$ cat config.mk
export PLATFORM = sky130hd
export DESIGN_NAME = tx_frame_arbiter
export DESIGN_NICKNAME = d
export VERILOG_FILES = /design/src/rtl/tx_frame_arbiter.sv
export SDC_FILE = /design/constraint.sdc
export NUM_CORES = 1
export LEC_CHECK = 0
export CORE_MARGIN = 4
export CORE_UTILIZATION = 50
export CTS_BUF_LIST = sky130_fd_sc_hd__clkbuf_8
export CTS_CLUSTER_SIZE = 30
export DETAILED_ROUTE_END_ITERATION = 16
export HOLD_SLACK_MARGIN = 0.03
export PLACE_DENSITY = 0.94
export SYNTH_ARGS = -nofsm -noshare
export SYNTH_HDL_FRONTEND = slang
export SYNTH_SLANG_ARGS = --single-unit
export TNS_END_PERCENT = 30
$ cat constraint.sdc
create_clock -name clk -period 2 [get_ports clk]
set_input_delay 0.3 -clock clk [delete_from_list [all_inputs] [get_ports clk]]
set_output_delay 0.3 -clock clk [all_outputs]
set_load 0.03 [all_outputs]
$ cat src/rtl/tx_frame_arbiter.sv
// Frame-granular two-port AXI-Stream arbiter feeding the SimpleMac transmit path.
// Forwards one whole frame at a time and aborts frames whose source stalls.
module tx_frame_arbiter #(
  parameter int unsigned STALL_TIMEOUT = 1024,
  parameter bit          STRICT_PRIO   = 1'b0
) (
  input  logic       clk,
  input  logic       rst,
  input  logic [7:0] s0_tdata,
  input  logic       s0_tvalid,
  input  logic       s0_tlast,
  input  logic       s0_tuser,
  output logic       s0_tready,
  input  logic [7:0] s1_tdata,
  input  logic       s1_tvalid,
  input  logic       s1_tlast,
  input  logic       s1_tuser,
  output logic       s1_tready,
  output logic [7:0] tx_tdata,
  output logic       tx_tvalid,
  output logic       tx_tlast,
  output logic       tx_tuser,
  input  logic       tx_tready,
  input  logic       tx_a_full,
  output logic       grant,
  output logic [15:0] frame_cnt0,
  output logic [15:0] frame_cnt1,
  output logic [7:0] abort_cnt,
  output logic       busy
);

  localparam int unsigned DATA_W  = 8;
  localparam int unsigned CNT_W   = 16;
  localparam int unsigned ABORT_W = 8;
  localparam int unsigned STALL_W = $clog2(STALL_TIMEOUT + 1);

  typedef enum logic [1:0] {
    S_IDLE,
    S_PASS,
    S_ABORT,
    S_DRAIN
  } state_t;

  state_t             state_q, state_d;
  logic               grant_q, grant_d;
  logic               last_grant_q, last_grant_d;
  logic [STALL_W-1:0] stall_q, stall_d;
  logic [CNT_W-1:0]   frame_cnt0_q, frame_cnt0_d;
  logic [CNT_W-1:0]   frame_cnt1_q, frame_cnt1_d;
  logic [ABORT_W-1:0] abort_cnt_q, abort_cnt_d;

  // Granted-port view of the source signals
  logic [DATA_W-1:0] sel_tdata;
  logic              sel_tvalid;
  logic              sel_tlast;
  logic              sel_tuser;

  always_comb begin
    sel_tdata  = grant_q ? s1_tdata  : s0_tdata;
    sel_tvalid = grant_q ? s1_tvalid : s0_tvalid;
    sel_tlast  = grant_q ? s1_tlast  : s0_tlast;
    sel_tuser  = grant_q ? s1_tuser  : s0_tuser;
  end

  always_ff @(posedge clk) begin
    if (rst) begin
      state_q      <= S_IDLE;
      grant_q      <= 1'b0;
      last_grant_q <= 1'b1;
      stall_q      <= '0;
      frame_cnt0_q <= '0;
      frame_cnt1_q <= '0;
      abort_cnt_q  <= '0;
    end else begin
      state_q      <= state_d;
      grant_q      <= grant_d;
      last_grant_q <= last_grant_d;
      stall_q      <= stall_d;
      frame_cnt0_q <= frame_cnt0_d;
      frame_cnt1_q <= frame_cnt1_d;
      abort_cnt_q  <= abort_cnt_d;
    end
  end

  always_comb begin
    state_d      = state_q;
    grant_d      = grant_q;
    last_grant_d = last_grant_q;
    stall_d      = stall_q;
    frame_cnt0_d = frame_cnt0_q;
    frame_cnt1_d = frame_cnt1_q;
    abort_cnt_d  = abort_cnt_q;
    tx_tdata     = '0;
    tx_tvalid    = 1'b0;
    tx_tlast     = 1'b0;
    tx_tuser     = 1'b0;
    s0_tready    = 1'b0;
    s1_tready    = 1'b0;

    case (state_q)
      S_IDLE: begin
        stall_d = '0;
        if (!tx_a_full && (s0_tvalid || s1_tvalid)) begin
          state_d = S_PASS;
          if (s0_tvalid && s1_tvalid) begin
            grant_d = STRICT_PRIO ? 1'b1 : ~last_grant_q;
          end else begin
            grant_d = s1_tvalid;
          end
        end
      end

      S_PASS: begin
        tx_tdata  = sel_tdata;
        tx_tvalid = sel_tvalid;
        tx_tlast  = sel_tlast;
        tx_tuser  = sel_tuser;
        if (grant_q) s1_tready = tx_tready;
        else         s0_tready = tx_tready;
        if (sel_tvalid && tx_tready) begin
          stall_d = '0;
          if (sel_tlast) begin
            if (grant_q) frame_cnt1_d = frame_cnt1_q + CNT_W'(1);
            else         frame_cnt0_d = frame_cnt0_q + CNT_W'(1);
            last_grant_d = grant_q;
            state_d      = S_IDLE;
          end
        end else if (!sel_tvalid) begin
          // MAC backpressure holds the counter; only source silence counts
          stall_d = stall_q + STALL_W'(1);
          if (stall_d == STALL_W'(STALL_TIMEOUT)) state_d = S_ABORT;
        end
      end

      S_ABORT: begin
        tx_tvalid = 1'b1;
        tx_tlast  = 1'b1;
        tx_tuser  = 1'b1;
        if (tx_tready) begin
          stall_d = '0;
          if (abort_cnt_q != '1) abort_cnt_d = abort_cnt_q + ABORT_W'(1);
          state_d = S_DRAIN;
        end
      end

      S_DRAIN: begin
        if (grant_q) s1_tready = 1'b1;
        else         s0_tready = 1'b1;
        if (sel_tvalid && sel_tlast) begin
          last_grant_d = grant_q;
          state_d      = S_IDLE;
        end
      end

      default: state_d = S_IDLE;
    endcase
  end

  assign grant      = grant_q;
  assign frame_cnt0 = frame_cnt0_q;
  assign frame_cnt1 = frame_cnt1_q;
  assign abort_cnt  = abort_cnt_q;
  assign busy       = (state_q != S_IDLE);

endmodule

# == After elaboration in Yosys (flattened, before gate mapping) ==
# Cells that the tools add are included.
# classes
add_sub_neg,4
n_eq_ne,13
muxes,31
bitwise_logic,2
reduce_logical,17
# op_table
operator,count
two-way mux 11 bit,3
one-hot mux 11 bit (3 select lines),1
"adder 16 x 1 -> 16 bit, second input constant",2
two-way mux 8 bit,2
two-way mux 2 bit,7
one-hot mux 1 bit (2 select lines),6
AND reduction 4 bit,3
"adder 11 x 1 -> 11 bit, second input constant",1
"equality test 11 bit, second input constant",1
two-way mux 1 bit,11
"!= test 2 bit, second input constant",5
"!= test 3 bit, second input constant",3
"adder 8 x 1 -> 8 bit, second input constant",1
"!= test 8 bit, second input constant",1
one-hot mux 2 bit (4 select lines),1
AND reduction 3 bit,2
AND reduction 6 bit,1
"equality test 2 bit, second input constant",2
logical AND 1 bit,4
nonzero test 2 bit,2
nonzero test 3 bit,1
"equality test 2 x 1 -> 1 bit, second input constant",1
zero test 2 bit,1
NOT 1 bit,2
other kinds (3),3
# word_totals
regBits,55
in_bits,26
output_inout_bits,55
wordCells,74

# == Logic depth before layout (Yosys ltp) ==
# Gate-level depths: netlist (run 1).
# logic_depth
word_depth,6
depth_mapped,10
mapped_depth_nobuf,8

# == Least setup slack after synthesis (run 1) ==
# Ideal clock, no wire load.
# synth_timing
kind,reg-to-output
startpoint,"register grant_q, in the netlist grant"
endpoint,output port tx_tdata[1]
arrival_time_ns,1.647
t_required_ns,1.700
slack_ns,0.053
path_stages_with_launch,5
n_path_buf,2
path_cell_list,dfxtp_1 buf_6 clkbuf_1 mux2i_1 nor2b_1
# synth_between
elab_chain_cells,2
# synth_rtl
element,line,source
"start, declared",45,"logic grant_q, grant_d;"
"start signal, assigned",76,grant_q <= grant_d;
two-way mux 8 bit,59,sel_tdata = grant_q ? s1_tdata : s0_tdata;
two-way mux 8 bit,100,case (state_q)
"end, declared",19,"output logic [7:0] tx_tdata,"
# Every way passes these cells.

# == Worst setup path in the final report (run 1) ==
# layout_timing
startpoint,input port s0_tvalid
endpoint,output port tx_tvalid
# layout_between
elab_chain_cells,2
# layout_rtl
element,line,source
"start, declared",10,"input logic s0_tvalid,"
two-way mux 1 bit,60,sel_tvalid = grant_q ? s1_tvalid : s0_tvalid;
one-hot mux 1 bit (2 select lines),100,
"end, declared",20,"output logic tx_tvalid,"
# Every way passes these cells.

==> run_results.csv, run 1 <==
group,metric,value,unit
setup_path,crit_chain,"clkdlybuf4s50_1 -> mux2_4 -> a21oi_4 -> and2b_1 -> clkdlybuf4s15_2",
clocking,cts.sinks,55,
pwr,cellPowerDensity,695,mW/mm^2
synthesis,synthArstFlopShare,0,%
grt,overflow,0,
final_layout,nFillCells,429,
grt,grt_pass1_vias,2782,
floorplan,row_count,27,
setup_path,cp-end-kind,"output port",
worst_hold_path,hold_path_class,"input port to flip-flop",
routing,drt-initial-drc-count,108,
final_layout,antenna_cells,0,
grt,grt_max_degree,40,
final_layout,nNetsFinal,473,
placement,port_buffers,80,
clocking,cts_hold_buffers,0,
pwr,peakVddDrop,0.545,mV
timing,hold_slack,0.375,ns
pwr,seqPwrFrac,40.3,%
pwr,p_leak,1.57,nW
floorplan,initial_core_util,52.3,%
setup_path,endpoint,"tx_tvalid",
setup_path,max_stage_delay,0.44,ns
setup_path,startpoint,"s0_tvalid",
clocking,clkSlewWorstSetupHoldPaths,0.10,ns
placement,gp_congestion,0.895,
routing,avgRoutedWirePerCell,14.7,um
floorplan,die_w,84.6,um
timing,finalCritPeriodShare,98.4,%
placement,hpwl,5.62,mm
floorplan,die_area,0.00716,sq mm
synthesis,syn_nets,378,
routing,viasPerCell,5.48,
timing,rsz0062_at_grt,"no",
timing,min_period,1.97,ns
setup_path,cp.depth,5,
grt,antenna_found_initial,0,
routing,totalWireLength,7.53,mm
pwr,power_frac_clock,26.8,%
timing,hold_viol_final,0,
pwr,power.internal,0.00190,W
synthesis,ys_seq_area_share,37.5,%
setup_path,critPathBufInv,2,
setup_path,slowest_stage,"clkdlybuf4s50_1",
final_layout,area_growth,37.8,%
grt,grt_pass1_wl,12.5,mm
placement,place_inst,504,
setup_path,r2r_cells,7,
timing,slew_headroom,75.1,%
setup_path,reg2reg_from,"stall_q[0]",
routing,dr.pass1.iters,4,
timing,setup_violations,0,
setup_path,r2r_slack,0.15,ns
clocking,cts_root_buf,"clkbuf_8",
final_layout,fin_util,72.1,%
clocking,clk_latency,0.31,ns
synthesis,synth-main-ff-cell,"dfxtp_1",
clocking,cts_buffers,5,
routing,drc,0,
pwr,pwr-share-comb,32.9,%
job,max_cap_viol_count,0,
synthesis,netlist_instances,344,
run_status,status,"completed",
pwr,swShare,32.5,%
clocking,cts_tree,"done",
routing,antenna_left,0,
grt,grt_usage,20.9,%
clocking,cts_buffer_depth,2,
setup_path,cp_max_fo,2,
pwr,switchingPower,0.000915,W
timing,slew_violations,0,
synthesis,synth_edf_count,0,
clocking,htree_levels,2,
synthesis,syn_area,0.00294,sq mm
final_layout,drive_above_1_share,14.8,%
timing,setup_tns,0,ns
final_layout,layoutNonFillerInstCount,512,
timing,fin_skew,0.00582,ns
floorplan,core_area,0.00561,sq mm
setup_path,critPathKind,"input port to output port",
floorplan,pin_count,81,
synthesis,ys_warn_count,0,
synthesis,syn_avg_cell_area,8.53,sq um
setup_path,crit_required,1.70,ns
setup_path,critPathTopFamily,"buffers and inverters",
timing,fmax,508,MHz
synthesis,synth_cell_types,51,
routing,route.vias.total,2808,
timing,worstMarginPinSlew,0.373,ns
setup_path,cp_data_arrival_time,1.67,ns
setup_path,critPathLaunchType,"input port",
floorplan,fp.dieH,84.6,um
synthesis,ys_ff_latch,55,
## cell usage in the layout, fill, tap and decap left out, types with 2 or more instances in the layout
cell / n
clkdlybuf4s50_1: 65
nor2_1: 50
dfxtp_1: 54
nand2b_1: 4
and2_1: 2
nor4_1: 4
nand4_1: 11
xor2_1: 28
a31oi_1: 5
nor2_2: 2
or3_1: 8
buf_4: 35
inv_1: 4
o21ai_0: 14
and3_1: 13
ha_1: 7
a21oi_1: 17
mux2i_1: 13
nand3_1: 18
nor3b_1: 2
nor2b_1: 13
xnor2_1: 8
mux2_2: 2
nand2_1: 21
clkbuf_8: 5
## kinds of logic after synthesis
group	count (synthesis)	share of synthesized area, %
buffers and inverters	21	3.41
XOR/XNOR	36	10.7
AND/OR/NAND/NOR	160	29.0
adder cells (fa/ha/maj)	8	3.41
flip-flops	55	37.5
multiplexers	17	6.05
AO/OA/AOI/OAI	47	9.85
## metrics by stage
| stage | power, W | setup slack (ns) | area [sq um] |
|---|---|---|---|
| 2_1_floorplan | 0.00170 | 0.0529 | 2940 |
| 6_report | 0.00281 | 0.0323 | 4040 |
| 3_3_place_gp | 0.00204 | -0.214 | 3910 |
| 4_1_cts | 0.00281 | 0.00343 | 4030 |
| 5_1_grt | 0.00293 | 0.00180 | 4040 |
| 3_5_place_dp | 0.00206 | -0.253 | 3910 |
## area by class of cell
class | count | area [sq um] | share of cell area (%)
multi-input cells | 268 | 1750 | 43.2
clock inverters | 3 | 46.3 | 1.14
inverters | 4 | 15.0 | 0.371
flip-flops and latches | 55 | 1100 | 27.3
repair buffers | 105 | 973 | 24.1
clock buffers | 5 | 68.8 | 1.70
well taps | 72 | 90.1 | 2.23
## worst min-delay path by stage
| stage | depth (start not counted) | end | start |
|---|---|---|---|
| after floorplan | 2 | last_grant_q | last_grant_q |
| after global placement | 2 | last_grant_q | last_grant_q |
| after detailed placement | 2 | last_grant_q | last_grant_q |
| after CTS | 2 | frame_cnt0[2] | rst |
| after global routing | 2 | frame_cnt0[2] | rst |
| final | 2 | frame_cnt0[2] | rst |
## layer usage
metal	up-vias	GRT usage, %	share of wire [%]
met2	89	37.7	50
li1	1373	-	-
met5	-	0	0
met1	1339	24.3	43
met3	7	4.81	5.4
met4	0	6.47	1.3
## synthesized netlist by cell type, types with 2 or more instances
cell type | count | area share, %
and2_1 | 2 | 0.43
mux2i_1 | 14 | 4.8
dfxtp_1 | 55 | 38
mux2_2 | 2 | 0.77
nor2b_1 | 13 | 2.8
nor4_1 | 4 | 0.85
xor2_1 | 28 | 8.4
a21oi_1 | 17 | 2.9
nor2_2 | 2 | 0.43
buf_2 | 3 | 0.51
a31oi_1 | 5 | 1.1
o21ai_0 | 14 | 2.4
clkbuf_2 | 2 | 0.34
nor3b_1 | 2 | 0.51
inv_1 | 4 | 0.51
nand4_1 | 11 | 2.3
ha_1 | 8 | 3.4
nand3_1 | 18 | 3.1
and3_1 | 13 | 2.8
nand2b_1 | 4 | 0.85
nor2_1 | 50 | 6.4
nand2_1 | 21 | 2.7
buf_4 | 2 | 0.51
or3_1 | 8 | 1.7
xnor2_1 | 8 | 2.4
clkbuf_1 | 9 | 1.2
## registers in the layout (all words and copies together) (netlist names), named ones only
signal        flops
frame_cnt0       16
stall_q          11
abort_cnt         8
grant             1
state_q           1
last_grant_q      1
frame_cnt1       16
## power groups by stage
| stage | sequential, W | combinational [W] | clock, W |
|---|---|---|---|
| 3_5_place_dp | 0.00116 | 0.000908 | 0 |
| 4_1_cts | 0.00113 | 0.000910 | 0.000772 |
| 2_1_floorplan | 0.00117 | 0.000537 | 0 |
| 5_1_grt | 0.00114 | 0.000991 | 0.000806 |
| 3_3_place_gp | 0.00116 | 0.000884 | 0 |
| 6_report | 0.00113 | 0.000924 | 0.000754 |
## repair_timing
item,in CTS,in global routing
buffers inserted,0,0
gates resized for setup,6,4
setup endpoints to repair,5,8
hold endpoints to repair,0,0
Note: power is estimated with default switching activity, not from simulation.
==> inputs of run 2 (changes only) <==
--- a/config.mk
+++ b/config.mk
@@ -5,6 +5,7 @@
 export SDC_FILE = /design/constraint.sdc
 export NUM_CORES = 1
 export LEC_CHECK = 0
+export CAP_MARGIN = 20
 export CORE_MARGIN = 4
 export CORE_UTILIZATION = 50
 export CTS_BUF_LIST = sky130_fd_sc_hd__clkbuf_8
==> results of run 2 <==
The final DEF is identical to that of run 1; final timing and power are the same.
==> inputs of run 3 (changes only) <==
--- a/config.mk
+++ b/config.mk
@@ -7,12 +7,12 @@
 export LEC_CHECK = 0
 export CAP_MARGIN = 20
 export CORE_MARGIN = 4
-export CORE_UTILIZATION = 50
+export CORE_UTILIZATION = 54
 export CTS_BUF_LIST = sky130_fd_sc_hd__clkbuf_8
 export CTS_CLUSTER_SIZE = 30
 export DETAILED_ROUTE_END_ITERATION = 16
 export HOLD_SLACK_MARGIN = 0.03
-export PLACE_DENSITY = 0.94
+export PLACE_DENSITY = 0.95
 export SYNTH_ARGS = -nofsm -noshare
 export SYNTH_HDL_FRONTEND = slang
 export SYNTH_SLANG_ARGS = --single-unit
==> constraint.sdc (replaced) <==
create_clock -name clk -period 2.4 [get_ports clk]
set_input_delay 0.36 -clock clk [delete_from_list [all_inputs] [get_ports clk]]
set_output_delay 0.36 -clock clk [all_outputs]
set_load 0.03 [all_outputs]
==> run 3 against run 2 <==
Sequential share of layout area grew 0.75 points; flip-flop and latch count did not move; core utilization up 4.0 points.
==> run_results.csv, run 3 (synthesis gave the netlist of run 1 again) <==
group,metric,value,unit
final_layout,area_growth,34.1,%
timing,slew_headroom,59.7,%
setup_path,crit_chain,"ha_4 -> nor2b_1 -> clkdlybuf4s50_1",
pwr,power.internal,0.00148,W
timing,setup_violations,0,
timing,finalCritPeriodShare,95.6,%
setup_path,crit_required,2.04,ns
clocking,cts_tree,"done",
clocking,post-cts-setup-buffers,0,
clocking,clk_latency,0.31,ns
placement,place_area,0.00382,sq mm
setup_path,cp_max_fo,16,
routing,avgRoutedWirePerCell,15.4,um
setup_path,slowest_stage,"clkdlybuf4s50_1",
floorplan,core_area,0.00517,sq mm
routing,dr.pass1.iters,6,
clocking,cts_buffers,5,
run_status,status,"completed",
timing,slew_violations,0,
timing,fin_skew,0.0126,ns
routing,route.vias.total,2817,
routing,drc,0,
pwr,cellPowerDensity,566,mW/mm^2
final_layout,final_common_cell,"clkdlybuf4s50_1",
setup_path,cp_data_arrival_time,1.93,ns
timing,fmax,436,MHz
timing,rsz0062_at_grt,"no",
floorplan,fp.dieH,81.7,um
final_layout,nFillCells,356,
timing,setup_tns,0,ns
floorplan,die_w,81.7,um
grt,overflow,0,
floorplan,die_area,0.00668,sq mm
timing,hold_viol_final,0,
grt,grt_max_degree,35,
pwr,seqPwrFrac,43.1,%
setup_path,cp-end-kind,"output port",
setup_path,critPathKind,"flip-flop to output port",
clocking,cts.sinks,55,
floorplan,row_count,26,
final_layout,nNetsFinal,460,
setup_path,startpoint,"state_q[0]",
pwr,switchingPower,0.000742,W
floorplan,pin_count,81,
floorplan,initial_core_util,56.7,%
final_layout,drive_above_1_share,9.60,%
timing,worstMarginPinSlew,0.605,ns
final_layout,layout_common_cells,"clkdlybuf4s50_1, dfxtp_1, nor2_1, xor2_1, nand2_1",
clocking,htree_levels,2,
placement,gp_congestion,0.855,
clocking,cts_hold_buffers,0,
routing,viasPerCell,5.67,
clocking,cts_root_buf,"clkbuf_8",
setup_path,critPathLaunchType,"flip-flop",
pwr,swShare,33.3,%
setup_path,reg2reg_from,"state_q[0]",
routing,totalWireLength,7.64,mm
worst_hold_path,hold_path_class,"flip-flop to flip-flop",
setup_path,max_stage_delay,0.68,ns
job,max_cap_viol_count,0,
final_layout,layoutNonFillerInstCount,497,
grt,grt_usage,23.4,%
clocking,clkSlewWorstSetupHoldPaths,0.10,ns
pwr,pwr-share-comb,32.7,%
pwr,power_frac_clock,24.3,%
grt,grt_pass1_wl,12.5,mm
placement,port_buffers,80,
placement,place_inst,489,
routing,drt-initial-drc-count,213,
grt,grt_pass1_vias,2784,
pwr,peakVddDrop,0.445,mV
pwr,p_leak,1.52,nW
final_layout,antenna_cells,0,
routing,antenna_left,0,
placement,hpwl,5.61,mm
worst_hold_path,hold_start,"last_grant_q",
timing,min_period,2.29,ns
grt,antenna_found_initial,0,
final_layout,postLayoutCellArea,0.00394,sq mm
clocking,cts_buffer_depth,2,
-- run 3: final cells by class --
cell class,count,area [sq um],share of cell area (%)
clock buffers,6,82.6,2.10
clock inverters,2,16.3,0.413
inverters,4,15.0,0.382
multi-input cells,268,1750,44.5
flip-flops and latches,55,1100,28.0
well taps,70,87.6,2.23
repair buffers,92,882,22.4
-- run 3: per-stage QoR --
stage | hold slack [ns] | power (W) | util (%) | setup WS, ns
6_report | 0.494 | 0.00223 | 76.1 | 0.106
5_1_grt | 0.534 | 0.00234 | 76.1 | 0.00642
4_1_cts | 0.496 | 0.00223 | 76.0 | 0.0694
3_5_place_dp | 0.469 | 0.00169 | 73.8 | 0.0229
3_3_place_gp | 0.463 | 0.00167 | 73.8 | 0.0511
2_1_floorplan | 0.446 | 0.00142 | - | 0.393
-- run 3: critical path, delay by kind of cell (launching register included) --
family,cells,cell delay (ns)
adders and majority gates,1,0.29
DFF,1,0.49
buffers and inverters,1,0.68
and+or+nand+nor,1,0.16
-- run 3: worst paths after layout --
check,endpoint,slack [ns],cells past startpoint
worst max-delay path,tx_tdata[7],0.11,3
worst min register to register,last_grant_q,0.49,2
worst min-delay path,last_grant_q,0.49,2
worst max register to register,stall_q[7],0.42,6
-- run 3: repair_timing --
item | in CTS | in global routing
endpoints found under the setup margin | 11 | 2
cloned | 0 | 0
endpoints found under the hold margin | 0 | 0
gates resized for setup | 7 | 2
-- run 3: power by group through the flow --
stage               logic (W)  registers (W)  clock network (W)
detailed placement   0.000718       0.000975                  0
global placement     0.000699       0.000972                  0
global route         0.000785       0.000963           0.000591
floorplan            0.000448       0.000972                  0
finish               0.000728       0.000959           0.000540
CTS                  0.000731       0.000958           0.000545
-- run 3: layer usage --
metal  up-vias  share of wire, %  track usage (%)  wire (um)
li1       1350                 -                -          -
met4         0               2.2             9.14        166
met5         -                 0                0          0
met1      1325                42             28.4       3220
met3        14               7.6             4.71        580
met2       128                48             40.5       3670
